File: src/rtl/router_nch.sv
// Packet router. A single byte stream of length-prefixed, parity-terminated packets is
// steered into NUM_CH tagged FIFOs. Bad addresses are dropped; channels left unread too long are flushed.
module router_nch #(
    parameter int DATA_W  = 8,
    parameter int NUM_CH  = 3,
    parameter int ADDR_W  = 2,
    parameter int DEPTH   = 16,
    parameter int TIMEOUT = 30
) (
    input  logic                     clk,
    input  logic                     rst,
    input  logic                     pkt_valid,
    input  logic [DATA_W-1:0]        din,
    input  logic [NUM_CH-1:0]        rd_en,
    output logic [NUM_CH*DATA_W-1:0] dout,
    output logic [NUM_CH-1:0]        sop,
    output logic [NUM_CH-1:0]        vld_out,
    output logic                     busy,
    output logic                     err,
    output logic                     drop,
    output logic [NUM_CH-1:0]        sft_rst
);

    localparam int LEN_W = DATA_W - ADDR_W;
    localparam int CNT_W = LEN_W + 1;
    localparam int PTR_W = $clog2(DEPTH);
    localparam int TMO_W = $clog2(TIMEOUT + 1);
    localparam int ENT_W = DATA_W + 1;
    localparam logic [ADDR_W:0] NUM_CH_W = (ADDR_W + 1)'(NUM_CH);
    localparam logic [CNT_W-1:0] CNT_MAX = CNT_W'(1) << LEN_W;

    typedef enum logic [2:0] {
        S_IDLE  = 3'd0,
        S_WAIT  = 3'd1,
        S_LOAD  = 3'd2,
        S_CHECK = 3'd3,
        S_DROP  = 3'd4
    } state_e;

    // Running XOR of header+payload must equal the parity byte and the payload count must equal len.
    function automatic logic pkt_bad(input logic [DATA_W-1:0] xor_v,
                                     input logic [DATA_W-1:0] par_v,
                                     input logic [CNT_W-1:0]  cnt_v,
                                     input logic [LEN_W-1:0]  len_v);
        return (xor_v != par_v) || (cnt_v != {1'b0, len_v});
    endfunction

    state_e              state_q, state_d;
    logic [ADDR_W-1:0]   addr_q, addr_d;
    logic [LEN_W-1:0]    len_q, len_d;
    logic [DATA_W-1:0]   xor_q, xor_d;
    logic [DATA_W-1:0]   par_q, par_d;
    logic [CNT_W-1:0]    cnt_q, cnt_d;
    logic                err_q, err_d;
    logic                drop_q, drop_d;

    logic [ADDR_W-1:0]   hdr_addr_s;
    logic [LEN_W-1:0]    hdr_len_s;
    logic                hdr_ok_s;
    logic                hdr_empty_s;
    logic                tgt_empty_s;
    logic                tgt_full_s;
    logic                tgt_flush_s;
    logic [NUM_CH-1:0]   empty_s;
    logic [NUM_CH-1:0]   full_s;
    logic [NUM_CH-1:0]   flush_s;

    logic                busy_s;
    logic                wr_en_s;
    logic [ADDR_W-1:0]   wr_addr_s;
    logic [ENT_W-1:0]    wr_data_s;

    assign hdr_addr_s = din[ADDR_W-1:0];
    assign hdr_len_s  = din[DATA_W-1:ADDR_W];
    assign hdr_ok_s   = ({1'b0, hdr_addr_s} < NUM_CH_W);

    // Status of the channel named by the incoming header and of the latched target channel.
    always_comb begin
        hdr_empty_s = 1'b0;
        tgt_empty_s = 1'b0;
        tgt_full_s  = 1'b0;
        tgt_flush_s = 1'b0;
        for (int k = 0; k < NUM_CH; k++) begin
            hdr_empty_s = hdr_empty_s | (empty_s[k] & (hdr_addr_s == ADDR_W'(k)));
            tgt_empty_s = tgt_empty_s | (empty_s[k] & (addr_q == ADDR_W'(k)));
            tgt_full_s  = tgt_full_s  | (full_s[k]  & (addr_q == ADDR_W'(k)));
            tgt_flush_s = tgt_flush_s | (flush_s[k] & (addr_q == ADDR_W'(k)));
        end
    end

    // FSM state register.
    always_ff @(posedge clk or negedge rst) begin
        if (!rst) begin
            state_q <= S_IDLE;
        end else begin
            state_q <= state_d;
        end
    end

    // FSM next-state logic; a flush of the target mid-packet abandons the rest of the packet.
    always_comb begin
        state_d = state_q;
        case (state_q)
            S_IDLE: begin
                if (pkt_valid) begin
                    if (!hdr_ok_s) begin
                        state_d = S_DROP;
                    end else if (hdr_empty_s) begin
                        state_d = S_LOAD;
                    end else begin
                        state_d = S_WAIT;
                    end
                end else begin
                    state_d = S_IDLE;
                end
            end
            S_WAIT: begin
                if (tgt_empty_s) begin
                    state_d = S_IDLE;
                end else begin
                    state_d = S_WAIT;
                end
            end
            S_LOAD: begin
                if (tgt_flush_s) begin
                    state_d = (!tgt_full_s && !pkt_valid) ? S_IDLE : S_DROP;
                end else if (!tgt_full_s && !pkt_valid) begin
                    state_d = S_CHECK;
                end else begin
                    state_d = S_LOAD;
                end
            end
            S_CHECK: state_d = S_IDLE;
            S_DROP: begin
                if (!pkt_valid) begin
                    state_d = S_IDLE;
                end else begin
                    state_d = S_DROP;
                end
            end
            default: state_d = S_IDLE;
        endcase
    end

    // FSM outputs: busy towards the source and the FIFO write request.
    always_comb begin
        busy_s    = 1'b0;
        wr_en_s   = 1'b0;
        wr_addr_s = addr_q;
        wr_data_s = {1'b0, din};
        case (state_q)
            S_IDLE: begin
                wr_addr_s = hdr_addr_s;
                if (pkt_valid && hdr_ok_s) begin
                    if (hdr_empty_s) begin
                        wr_en_s   = 1'b1;
                        wr_data_s = {1'b1, din};
                    end else begin
                        busy_s = 1'b1;
                    end
                end else begin
                    busy_s = 1'b0;
                end
            end
            S_WAIT:  busy_s = 1'b1;
            S_LOAD: begin
                busy_s  = tgt_full_s;
                wr_en_s = !tgt_full_s;
            end
            S_CHECK: busy_s = 1'b1;
            S_DROP:  busy_s = 1'b0;
            default: busy_s = 1'b0;
        endcase
    end

    // Packet bookkeeping: target, length, running parity, payload count, error and drop flags.
    always_comb begin
        addr_d = addr_q;
        len_d  = len_q;
        xor_d  = xor_q;
        par_d  = par_q;
        cnt_d  = cnt_q;
        err_d  = err_q;
        drop_d = 1'b0;
        case (state_q)
            S_IDLE: begin
                if (pkt_valid) begin
                    addr_d = hdr_addr_s;
                    if (!hdr_ok_s) begin
                        drop_d = 1'b1;
                    end else if (hdr_empty_s) begin
                        len_d = hdr_len_s;
                        err_d = 1'b0;
                        xor_d = din;
                        cnt_d = '0;
                    end else begin
                        len_d = len_q;
                    end
                end else begin
                    addr_d = addr_q;
                end
            end
            S_LOAD: begin
                if (tgt_flush_s) begin
                    err_d  = 1'b1;
                    drop_d = 1'b1;
                end else if (!tgt_full_s) begin
                    if (pkt_valid) begin
                        xor_d = xor_q ^ din;
                        cnt_d = (cnt_q == CNT_MAX) ? cnt_q : cnt_q + CNT_W'(1);
                    end else begin
                        par_d = din;
                    end
                end else begin
                    cnt_d = cnt_q;
                end
            end
            S_CHECK: err_d = pkt_bad(xor_q, par_q, cnt_q, len_q);
            default: err_d = err_q;
        endcase
    end

    // Bookkeeping registers.
    always_ff @(posedge clk or negedge rst) begin
        if (!rst) begin
            addr_q <= '0;
            len_q  <= '0;
            xor_q  <= '0;
            par_q  <= '0;
            cnt_q  <= '0;
            err_q  <= 1'b0;
            drop_q <= 1'b0;
        end else begin
            addr_q <= addr_d;
            len_q  <= len_d;
            xor_q  <= xor_d;
            par_q  <= par_d;
            cnt_q  <= cnt_d;
            err_q  <= err_d;
            drop_q <= drop_d;
        end
    end

    assign busy = busy_s;
    assign err  = err_q;
    assign drop = drop_q;

    for (genvar k = 0; k < NUM_CH; k++) begin : g_ch
        logic [ENT_W-1:0]  mem_q [DEPTH];
        logic [PTR_W:0]    wr_ptr_q;
        logic [PTR_W:0]    rd_ptr_q;
        logic [DATA_W-1:0] dout_q;
        logic              sop_q;
        logic              sft_rst_q;
        logic [TMO_W-1:0]  tmo_q;
        logic              rd_s;
        logic              wr_s;

        assign empty_s[k] = (wr_ptr_q == rd_ptr_q);
        assign full_s[k]  = (wr_ptr_q[PTR_W] != rd_ptr_q[PTR_W]) &&
                            (wr_ptr_q[PTR_W-1:0] == rd_ptr_q[PTR_W-1:0]);
        assign flush_s[k] = (tmo_q == TMO_W'(TIMEOUT));
        assign rd_s       = rd_en[k] & ~empty_s[k] & ~flush_s[k];
        assign wr_s       = wr_en_s & (wr_addr_s == ADDR_W'(k)) & ~flush_s[k];

        // FIFO pointers; a timeout flush empties the channel.
        always_ff @(posedge clk or negedge rst) begin
            if (!rst) begin
                wr_ptr_q <= '0;
                rd_ptr_q <= '0;
            end else if (flush_s[k]) begin
                wr_ptr_q <= '0;
                rd_ptr_q <= '0;
            end else begin
                if (wr_s) wr_ptr_q <= wr_ptr_q + (PTR_W + 1)'(1);
                if (rd_s) rd_ptr_q <= rd_ptr_q + (PTR_W + 1)'(1);
            end
        end

        // FIFO storage; the extra top bit tags header entries.
        always_ff @(posedge clk) begin
            if (wr_s) mem_q[wr_ptr_q[PTR_W-1:0]] <= wr_data_s;
        end

        // Registered read port; holds its value when nothing is read.
        always_ff @(posedge clk or negedge rst) begin
            if (!rst) begin
                dout_q <= '0;
                sop_q  <= 1'b0;
            end else if (rd_s) begin
                dout_q <= mem_q[rd_ptr_q[PTR_W-1:0]][DATA_W-1:0];
                sop_q  <= mem_q[rd_ptr_q[PTR_W-1:0]][DATA_W];
            end
        end

        // Unread-cycle counter and flush pulse.
        always_ff @(posedge clk or negedge rst) begin
            if (!rst) begin
                tmo_q     <= '0;
                sft_rst_q <= 1'b0;
            end else if (flush_s[k]) begin
                tmo_q     <= '0;
                sft_rst_q <= 1'b1;
            end else begin
                sft_rst_q <= 1'b0;
                tmo_q     <= (!empty_s[k] && !rd_en[k]) ? tmo_q + TMO_W'(1) : '0;
            end
        end

        assign dout[k*DATA_W +: DATA_W] = dout_q;
        assign sop[k]                   = sop_q;
        assign vld_out[k]               = ~empty_s[k];
        assign sft_rst[k]               = sft_rst_q;
    end

endmodule
File: config.mk
export PLATFORM = sky130hd
export DESIGN_NAME = router_nch
export DESIGN_NICKNAME = d
export VERILOG_FILES = /design/src/rtl/router_nch.sv
export SDC_FILE = /design/constraint.sdc
export NUM_CORES = 1
export LEC_CHECK = 0
export ABC_AREA = 1
export CORE_MARGIN = 3
export CORE_UTILIZATION = 31
export CTS_CLUSTER_SIZE = 20
export DETAILED_ROUTE_END_ITERATION = 8
export PLACE_DENSITY = 0.57
export SKIP_CTS_REPAIR_TIMING = 1
export SLEW_MARGIN = 30
export SYNTH_ARGS = -nofsm -noshare
export SYNTH_HDL_FRONTEND = slang
export SYNTH_SLANG_ARGS = --single-unit
File: constraint.sdc
create_clock -name clk -period 2.21 [get_ports clk]
set_input_delay 0.442 -clock clk [delete_from_list [all_inputs] [get_ports clk]]
set_output_delay 0.442 -clock clk [all_outputs]
set_load 0.05 [all_outputs]
==> metrics.md, run 1 <==
| Metric | Value |
|---|---|
| Status | `finished with violations` |
| Violated checks | `setup timing` |
| Clock Power Share | `0.277` |
| WP data required | `1.77 ns` |
| Post-layout util | `0.381` |
| Inserted Clock Buffers | `58` |
| FF-to-FF Start | `g_ch[1].rd_ptr_q[1]$_DFFE_PN0P_` |
| Most common cell in the netlist | `edfxtp_1` |
| Avg Cell Area, Syn | `11.6 um2` |
| Final hold violations | `0` |
| GRT Util Overall | `0.156` |
| Crit path max-delay cell type | `dfrtp_1` |
| Vias per cell | `5.03` |
| Slew HR | `0.502` |
| Vias | `15,911` |
| Data arrival time of the critical path | `2.25 ns` |
| Max Cap Viol | `0` |
| Ports | `50` |
| Post-synthesis cell count | `1,980` |
| Hold path cells | `1` |
| Net count, final | `2,196` |
| DRC viols | `0` |
| Final Skew | `0.0219 ns` |
| Max Freq | `371 MHz` |
| Final hold slack | `0.205 ns` |
| CP endpoint kind | `output port` |
| Die height | `279 um` |
| Mapped Area | `0.0230 mm2` |
| EDFF count, synth | `432` |
| FF/Latch Area | `0.0158 mm2` |
| TritonCTS clock tree | `built` |
| Pre-Repair DR Iteration Count | `5` |
| Yosys warns | `0` |
| Min Tclk post-route | `2.70 ns` |
| Total Power | `33.8 mW` |
| Total grt overflow | `0` |
| Final HPWL DP | `39.6 mm` |
| DIE WIDTH | `279 um` |
| Clock transition at path regs | `0.06 ns` |
| Max clock buf depth | `3` |
| Initial Util | `0.315` |
| Drt initial violations | `1,568` |
| I/O Buffers | `49` |
| Worst r2r dst | `g_ch[1].mem_q[4][2]$_DFFE_PP_` |
| Logic pwr share | `0.356` |
| # fillers | `6,892` |
| Fraction of registers with async set/reset | `0.204` |
| Clock Root Buffer | `clkbuf_16` |
| Final ANT Viol Nets | `0` |
| Internal power component | `21.1 mW` |
| Top post-synthesis cells by area | `edfxtp_1, dfrtp_1, nor2_1` |
| Peak VDD IR | `0.000534 V` |
| Initial antenna violation count | `4` |
| Hold Crit Class | `in -> reg` |
| Crit-path max cell delay | `0.41 ns` |
| CP Max Fanout | `3` |
| Sink Count | `543` |
| Prevailing post-synth register cell | `edfxtp_1` |
| Global-route wire length before repair | `94.1 mm` |
| Power density cells | `1210 mW/mm2` |
| Clk_lat worst skew | `0.62 ns` |
| Seq/Total Area, Yosys | `0.684` |
| Post-route insts no fill | `3,165` |
| Slew @ Worst Pin | `0.747 ns` |
| Routability congestion estimate | `0.858` |
| Seq pwr share | `0.367` |
| Switching Share | `0.376` |
| WL/cell | `19.5 um` |
| Crit-path cells | `xnor2_1, buf_4, nand4_1, nand3_2, buf_4, nor2_4, nand3_2, a21oi_4, buf_12` |
| Number of global-route vias before repair | `15,901` |
| ANT cells | `0` |
| Area share of the largest cell type after synthesis | `0.563` |
| Setup TNS | `-26.32 ns` |
| Setup WS post-layout | `-0.486 ns` |
| Area occupied by multi-input gates | `0.00674 mm2` |
| Routed wire length | `61.6 mm` |
| Crit Path Class | `reg -> out` |
| Commonest cells in the netlist | `edfxtp_1, nor2_1, o21ai_0` |
| Post-synth cell types | `46` |
| Synthesis-to-finish area growth | `21.2%` |
| Post-synth top area cell | `edfxtp_1` |
| Hold path startpoint | `din[5]` |
| RSZ-0062 raised after global routing | `yes` |
| Synthesis-stage register bit count | `543` |
| Crit share post-route | `1.22` |
| Hold path endpoint | `g_ch[1].mem_q[12][5]$_DFFE_PP_` |
| Placed cell count | `3,047` |
| Die footprint | `0.0776 mm2` |
| Leak | `10.1 nW` |
| Final Max Tran Viols | `0` |
| Crit path launch type | `flop` |
| Largest net degree at the start of global routing | `75` |
| R2r setup slk | `-0.14 ns` |
| Worst Reg-to-Reg Cells | `12` |
| Switch Pwr | `12.7 mW` |
| Synthesized Nets | `2,017` |
| Num rows | `99` |
| Setup-failing EPs final | `438` |
| H-tree Lvls | `2` |
| Core area | `0.0732 mm2` |
| Share of cells above drive strength 1 | `0.174` |
==> stage by stage <==
stage | setup WS, ns | instance area, um2
2_1_floorplan | -0.0608 | 23000
3_3_place_gp | -0.295 | 25600
3_5_place_dp | -0.294 | 25600
4_1_cts | -0.705 | 27500
5_1_grt | -0.622 | 27900
6_report | -0.486 | 27900
==> state kept, by name, indices dropped and copies added (netlist names) <==
register and count:
err 1, g_ch.tmo_q 15, par_q 8, cnt_q 7, g_ch.sop_q 3, g_ch.mem_q 432, g_ch.dout_q 24, addr_q 2
g_ch.rd_ptr_q 15, drop 1, g_ch.sft_rst_q 3, len_q 6, g_ch.wr_ptr_q 15, state_q 3, xor_q 8
==> placed cells by master, fill, tap and decap left out, types with 23 or more instances in the layout <==
| master | count |
|---|---|
| nand3_1 | 82 |
| ha_1 | 23 |
| o211ai_1 | 25 |
| nor2_2 | 23 |
| dfrtp_1 | 106 |
| nand2_1 | 244 |
| o221ai_1 | 30 |
| inv_1 | 54 |
| nand4_1 | 31 |
| edfxtp_1 | 432 |
| xor2_1 | 23 |
| nor2_1 | 323 |
| o22ai_1 | 68 |
| buf_6 | 25 |
| clkdlybuf4s50_1 | 36 |
| clkbuf_16 | 59 |
| o21ai_0 | 255 |
| buf_4 | 141 |
==> layer usage <==
metal | global-route usage | vias up | share of wire
met5 | 0 | - | 0.00037
li1 | - | 7432 | -
met3 | 0.0302 | 101 | 0.075
met1 | 0.210 | 7802 | 0.43
met4 | 0.0474 | 4 | 0.028
met2 | 0.255 | 572 | 0.47
==> kinds of logic (layout without fill, tap and decap cells) <==
logic type / after synthesis / count (layout) / share of synthesized area
flops: 543 / 543 / 0.684
compound gates: 415 / 415 / 0.106
fa+ha+maj: 23 / 23 / 0.0125
buf+inv: 186 / 412 / 0.0342
xor+xnor: 38 / 38 / 0.0145
simple gates: 775 / 775 / 0.149
==> how the worst max path moves through the flow <==
stage | from | slack, ns | depth (start not counted) | endpoint
detailed placement | pkt_valid | -0.29 | 9 | g_ch[0].mem_q[3][8]$_DFFE_PP_
CTS | g_ch[1].rd_ptr_q[3]$_DFFE_PN0P_ | -0.71 | 9 | busy
global route | g_ch[0].wr_ptr_q[2]$_DFFE_PN0P_ | -0.62 | 11 | busy
global placement | pkt_valid | -0.29 | 9 | g_ch[0].mem_q[3][0]$_DFFE_PP_
finish | g_ch[0].wr_ptr_q[4]$_DFFE_PN0P_ | -0.49 | 9 | busy
floorplan | g_ch[0].rd_ptr_q[0]$_DFFE_PN0P_ | -0.06 | 11 | g_ch[0].mem_q[10][0]$_DFFE_PP_
==> power by group through the flow <==
| stage | Combinational, mW | Clock [mW] | Sequential, mW |
|---|---|---|---|
| 2_1_floorplan | 6.80 | 0 | 13.3 |
| 3_3_place_gp | 11.6 | 0 | 12.6 |
| 3_5_place_dp | 11.7 | 0 | 12.6 |
| 4_1_cts | 11.7 | 9.62 | 12.4 |
| 5_1_grt | 13.2 | 10.0 | 12.5 |
| 6_report | 12.0 | 9.38 | 12.4 |
==> final cells by class <==
| type | count | area share |
|---|---|---|
| clock buffers | 73 | 0.0544 |
| clock inverters | 34 | 0.0113 |
| inverters | 77 | 0.0104 |
| multi-input cells | 1251 | 0.241 |
| flip-flops and latches | 543 | 0.565 |
| well taps | 959 | 0.0430 |
| repair buffers | 228 | 0.0746 |
==> critical path, delay by kind of cell (launching register included) <==
kind	cells	cell delay [ns]
compound gates	1	0.20
xor+xnor	1	0.14
buf+inv	3	0.47
flops	1	0.41
simple gates	4	0.42
Power figures use the tool's default switching activity.
==> run 2, diff against run 1 <==
Settings changed: TNS_END_PERCENT from default to 20.
==> metrics.md, run 2 (same netlist as run 1, synthesis figures left out) <==
| Metric | Value |
|---|---|
| Violated checks | `setup timing` |
| Switch Pwr | `12.5 mW (-2.1%)` |
| Worst r2r dst | `g_ch[0].mem_q[3][5]$_DFFE_PP_` |
| RSZ-0062 raised after global routing | `yes` |
| Initial antenna violation count | `1 (-3)` |
| Net count, final | `2,184 (-0.55%)` |
| Hold path endpoint | `g_ch[2].mem_q[2][6]$_DFFE_PP_` |
| Routed length on met2 | `29.3 mm (+1.4%)` |
| Core area | `0.0732 mm2 (unchanged)` |
| Post-layout util | `0.374 (-0.00667)` |
| H-tree Lvls | `2 (unchanged)` |
| Clock Root Buffer | `clkbuf_16` |
| Global-route wire length before repair | `94.0 mm (about the same)` |
| Final Skew | `0.0185 ns (-0.00339 ns)` |
| Drt initial violations | `1,551 (-1.1%)` |
| Power density cells | `1210 mW/mm2 (-0.17%)` |
| Synthesis-to-finish area growth | `19.0%` |
| Crit path launch type | `flop` |
| Pre-Repair DR Iteration Count | `5 (unchanged)` |
| Crit share post-route | `1.22 (+0.00478)` |
| Internal power component | `20.7 mW (-1.8%)` |
| Num rows | `99 (unchanged)` |
| Max reg flops | `432 (unchanged)` |
| Min Tclk post-route | `2.71 ns (+0.0106 ns)` |
| CP endpoint kind | `output port` |
| Routability congestion estimate | `0.901 (+5.1%)` |
| TritonCTS clock tree | `built` |
| WP data required | `1.77 ns (about the same)` |
| Sink Count | `543 (unchanged)` |
| Clock transition at path regs | `0.06 ns (about the same)` |
| Slew HR | `0.517 (+0.0144)` |
| Worst Reg-to-Reg Cells | `11 (-1)` |
| Hold Crit Class | `in -> reg` |
| R2r setup slk | `-0.17 ns (-0.03 ns)` |
| Final HPWL DP | `40.7 mm (+2.9%)` |
| FF-to-FF Start | `g_ch[1].wr_ptr_q[2]$_DFFE_PN0P_` |
| Vias | `15,961 (+0.31%)` |
| Inserted Clock Buffers | `57 (-1.7%)` |
| Die height | `279 um (unchanged)` |
| Worst path depth | `9 (unchanged)` |
| CP Max Fanout | `4 (+1)` |
| Crit path max-delay cell type | `dfrtp_1` |
| Leak | `9.96 nW (-1.2%)` |
| Met3 WL | `3.64 mm (-21%)` |
| Post-route insts no fill | `3,151 (-0.44%)` |
| Final ANT Viol Nets | `0 (unchanged)` |
| Final Max Tran Viols | `0 (unchanged)` |
| Clk_lat worst skew | `0.62 ns (about the same)` |
| Seq pwr share | `0.373 (+0.006)` |
| Crit path max-delay family | `simple AND/OR/NAND/NOR gates` |
| Final hold slack | `0.175 ns (-0.0303 ns)` |
| Commonest non-fill, non-tap cell in the layout | `edfxtp_1` |
| ANT cells | `0 (unchanged)` |
| Setup-failing EPs final | `450 (+2.7%)` |
| Crit-path cells | `xor2_1, nor2_2, nand4_1, nand3_2, buf_6, nor2_4, nand3_2, a21oi_4, buf_12` |
| Ports | `50 (unchanged)` |
| Placed cell count | `3,042 (-0.16%)` |
| Data arrival time of the critical path | `2.26 ns (about the same)` |
| WL/cell | `19.5 um (+0.38%)` |
| DIE WIDTH | `279 um (unchanged)` |
| Final hold violations | `0 (unchanged)` |
| Total grt overflow | `0 (unchanged)` |
| Hold path startpoint | `din[6]` |
| Share of cells above drive strength 1 | `0.153 (-0.0208)` |
| Max layer used | `met4` |
| DRC viols | `0 (unchanged)` |
| Setup WS post-layout | `-0.496 ns (-0.0106 ns)` |
| Buf+Inv Stages, Crit Path | `2 (-1)` |
| Crit Path Class | `reg -> out` |
| GRT Util Overall | `0.155 (-0.000340)` |
| Switching Share | `0.375 (-0.000635)` |
| Routed wire length | `61.6 mm (about the same)` |
| Max clock buf depth | `3 (unchanged)` |
| Logic pwr share | `0.356 (about the same)` |
| Setup TNS | `-32.00 ns (-5.68 ns)` |
| Initial Util | `0.315 (unchanged)` |
| Vias per cell | `5.07 (+0.76%)` |
| Peak VDD IR | `0.000634 V (+19%)` |
| Max Cap Viol | `0 (unchanged)` |
| Crit-path max cell delay | `0.38 ns (-0.03 ns)` |
| Max Freq | `370 MHz (-0.39%)` |
| Hold path cells | `1 (unchanged)` |
| WL met1 | `27.4 mm (+4.0%)` |
| Pre-CTS setup slack | `-0.239 ns (+0.0552 ns)` |
| Number of global-route vias before repair | `15,832 (-0.43%)` |
| Most frequent cells in the layout | `edfxtp_1, nor2_1, o21ai_0` |
| Most used cell along the critical path | `nand3_2` |
| Largest net degree at the start of global routing | `75 (unchanged)` |
| Clock Power Share | `0.270 (-0.007)` |
| I/O Buffers | `49 (unchanged)` |
| Die footprint | `0.0776 mm2 (unchanged)` |
| Status | `finished with violations` |
| Slew @ Worst Pin | `0.725 ns (-0.0216 ns)` |
-- run 2: layout make-up --
| class | count | area [um2] |
|---|---|---|
| fillers | 6964 | 45800 |
| flip-flops and latches | 543 | 15800 |
| multi-input cells | 1251 | 6550 |
| repair buffers | 217 | 1870 |
| clock buffers | 73 | 1520 |
| well taps | 959 | 1200 |
| inverters | 77 | 289 |
| clock inverters | 31 | 225 |
-- run 2: power by group through the flow --
stage          clock [mW]  sequential (mW)  combinational [mW]
2_1_floorplan           0             13.3                6.80
3_3_place_gp            0             12.6                11.5
3_5_place_dp            0             12.6                11.6
4_1_cts              9.20             12.4                11.7
5_1_grt              9.59             12.5                12.9
6_report             8.97             12.4                11.8
-- run 2: worst max-delay path by stage --
stage / startpoint / end / slack [ns]
final: g_ch[1].rd_ptr_q[3]$_DFFE_PN0P_ / busy / -0.50
after CTS: g_ch[1].rd_ptr_q[4]$_DFFE_PN0P_ / busy / -0.68
after floorplan: g_ch[0].rd_ptr_q[0]$_DFFE_PN0P_ / g_ch[0].mem_q[10][0]$_DFFE_PP_ / -0.06
after detailed placement: pkt_valid / g_ch[0].mem_q[3][1]$_DFFE_PP_ / -0.24
after global placement: pkt_valid / g_ch[0].mem_q[3][6]$_DFFE_PP_ / -0.19
after global routing: g_ch[2].rd_ptr_q[3]$_DFFE_PN0P_ / busy / -0.61
-- run 2: worst register-to-register path: cells and delay by family, from the launching register on --
family,cells,cell delay [ns]
buffers and inverters,3,0.49
xor gates and xnor gates,1,0.16
DFF,1,0.40
and+or+nand+nor,7,1.01
-- run 2: routing by layer --
metal,vias to the layer above,track usage
met2,534,0.259
li1,7415,-
met1,7915,0.215
met4,0,0.0354
met3,97,0.0237
met5,-,0
-- run 2: through the flow --
stage | power [mW] | area [um2]
after floorplan | 20.1 | 23000
after global placement | 24.1 | 25600
after detailed placement | 24.2 | 25600
after CTS | 33.3 | 27300
after global routing | 35.0 | 27400
final | 33.2 | 27400
==> run 3, diff against run 2 <==
Settings changed: CAP_MARGIN from default to 15, MAX_ROUTING_LAYER from default to met4.
==> metrics.md, run 3 (same netlist as run 1, synthesis figures left out) <==
| Metric | Value |
|---|---|
| Final HPWL DP | `40.8 mm (about the same)` |
| Final ANT Viol Nets | `0 (unchanged)` |
| # fillers | `6,979 (+0.22%)` |
| CP Max Fanout | `4 (unchanged)` |
| Data arrival time of the critical path | `2.23 ns (-0.03 ns)` |
| Most used cell along the critical path | `nand3_2` |
| Min Tclk post-route | `2.67 ns (-0.0323 ns)` |
| Routability congestion estimate | `0.889 (-1.4%)` |
| Clk_lat worst skew | `0.60 ns (-0.02 ns)` |
| Crit-path cells | `xor2_1, nor2_2, nand4_1, nand3_2, buf_4, nor2_4, nand3_2, a21oi_4, buf_12` |
| I/O Buffers | `49 (unchanged)` |
| RSZ-0062 raised after global routing | `yes` |
| Switching Share | `0.366 (-0.00932)` |
| Vias per cell | `5.01 (-1.2%)` |
| Die height | `279 um (unchanged)` |
| Die footprint | `0.0776 mm2 (unchanged)` |
| Ports | `50 (unchanged)` |
| Slew HR | `0.502 (-0.0150)` |
| Final Skew | `0.0247 ns (+0.00618 ns)` |
| WL/cell | `19.5 um (about the same)` |
| Vias | `15,772 (-1.2%)` |
| Peak VDD IR | `0.000615 V (-3.0%)` |
| Clock Power Share | `0.292 (+0.022)` |
| Max Cap Viol | `0 (unchanged)` |
| Clock Root Buffer | `clkbuf_16` |
| Pre-Repair DR Iteration Count | `5 (unchanged)` |
| Clock transition at path regs | `0.06 ns (about the same)` |
| FF/Latch Area | `0.0158 mm2 (unchanged)` |
| Inserted Clock Buffers | `55 (-3.5%)` |
| Power density cells | `1240 mW/mm2 (+2.8%)` |
| Crit Path Class | `reg -> out` |
| Leak | `10.1 nW (+0.99%)` |
| Core area | `0.0732 mm2 (unchanged)` |
| Synthesis-to-finish area growth | `20.2%` |
| Max reg flops | `432 (unchanged)` |
| H-tree Lvls | `2 (unchanged)` |
| Number of global-route vias before repair | `15,731 (-0.64%)` |
| Share of cells above drive strength 1 | `0.157 (+0.00326)` |
| DRC viols | `0 (unchanged)` |
| Initial antenna violation count | `1 (unchanged)` |
| Initial Util | `0.315 (unchanged)` |
| GRT Util Overall | `0.162 (+0.00615)` |
| Seq pwr share | `0.359 (-0.014)` |
| Slew @ Worst Pin | `0.748 ns (+0.0225 ns)` |
| Max clock buf depth | `3 (unchanged)` |
| Total grt overflow | `0 (unchanged)` |
| CP endpoint kind | `output port` |
| Net count, final | `2,183 (-0.046%)` |
| Sink Count | `543 (unchanged)` |
| Internal power component | `21.8 mW (+5.3%)` |
| Pre-CTS setup slack | `-0.213 ns (+0.0261 ns)` |
| Final hold slack | `0.220 ns (+0.0451 ns)` |
| Setup-failing EPs final | `306 (-32%)` |
| Hold Crit Class | `in -> reg` |
| Switch Pwr | `12.6 mW (+1.2%)` |
| Crit path max-delay family | `simple AND/OR/NAND/NOR gates` |
| Routed wire length | `61.6 mm (about the same)` |
| Setup WS post-layout | `-0.464 ns (+0.0323 ns)` |
| WP data required | `1.77 ns (about the same)` |
| Crit path launch type | `flop` |
| Crit share post-route | `1.21 (-0.0146)` |
| Max Freq | `374 MHz (+1.2%)` |
| TritonCTS clock tree | `built` |
| Commonest non-fill, non-tap cell in the layout | `edfxtp_1` |
| Violated checks | `setup timing` |
| Final hold violations | `0 (unchanged)` |
| Status | `finished with violations` |
| Largest net degree at the start of global routing | `75 (unchanged)` |
| Final Max Tran Viols | `0 (unchanged)` |
| Global-route wire length before repair | `94.1 mm (+0.14%)` |
| DIE WIDTH | `279 um (unchanged)` |
| Buf+Inv Stages, Crit Path | `2 (unchanged)` |
| Most frequent cells in the layout | `edfxtp_1, nor2_1, o21ai_0` |
| Num rows | `99 (unchanged)` |
| Drt initial violations | `1,600 (+3.2%)` |
| Area occupied by multi-input gates | `0.00658 mm2 (+0.42%)` |
| Crit path max-delay cell type | `dfrtp_1` |
| Logic pwr share | `0.348 (-0.008)` |
| Crit-path max cell delay | `0.39 ns (about the same)` |
run 3: layout make-up:
| cell class | count | share of cell area |
|---|---|---|
| Timing Repair Buffer | 218 | 0.0682 |
| Inverter | 77 | 0.0104 |
| Clock inverter | 34 | 0.0179 |
| Antenna cell | 1 | 0.0000904 |
| Sequential cell | 543 | 0.569 |
| Multi-Input combinational cell | 1251 | 0.238 |
| Tap cell | 959 | 0.0434 |
| Clock buffer | 68 | 0.0530 |
run 3: stage by stage:
step | cells | TNS [ns] | utilization | area (um2) | total power, mW
floorplan | 1980 | -21.92 | - | 23000 | 20.1
global placement | 3042 | -51.77 | 0.349 | 25600 | 24.2
detailed placement | 3042 | -49.78 | 0.349 | 25600 | 24.4
CTS | 3144 | -12.39 | 0.376 | 27500 | 34.5
global route | 3151 | -62.33 | 0.378 | 27700 | 36.3
finish | 3151 | -7.45 | 0.378 | 27700 | 34.4
run 3: worst min-delay path, stage by stage:
cell and delay, ns:
buf_2 0.14, inv_1 0.11, o21ai_1 0.08
run 3: final timing paths:
kind	start	to	slack (ns)	depth (start not counted)
worst max-delay path	g_ch[1].rd_ptr_q[3]$_DFFE_PN0P_	busy	-0.46	9
worst min-delay path	din[5]	par_q[5]$_DFFE_PN0P_	0.22	3
worst max register to register	g_ch[1].rd_ptr_q[2]$_DFFE_PN0P_	g_ch[0].mem_q[2][2]$_DFFE_PP_	-0.08	11
worst min register to register	g_ch[2].dout_q[3]$_DFFE_PN0P_	g_ch[2].dout_q[3]$_DFFE_PN0P_	0.48	2
max in group asynchronous	rst	g_ch[0].dout_q[0]$_DFFE_PN0P_	1.28	3
min in group asynchronous	rst	g_ch[2].dout_q[1]$_DFFE_PN0P_	0.29	2
run 3: power by group through the flow:
| stage | logic (mW) | registers (mW) | clock network, mW |
|---|---|---|---|
| after CTS | 11.8 | 12.4 | 10.3 |
| after floorplan | 6.80 | 13.3 | 0 |
| after detailed placement | 11.8 | 12.6 | 0 |
| final | 12.0 | 12.4 | 10.1 |
| after global routing | 13.2 | 12.5 | 10.7 |
| after global placement | 11.7 | 12.6 | 0 |
run 3: per-layer routing:
layer | GRT usage | vias up | share of wire
met5 | - | - | 0
met4 | 0.0453 | 0 | 0.023
met3 | 0.0281 | 94 | 0.066
met2 | 0.258 | 517 | 0.48
met1 | 0.213 | 7756 | 0.44
li1 | - | 7405 | -
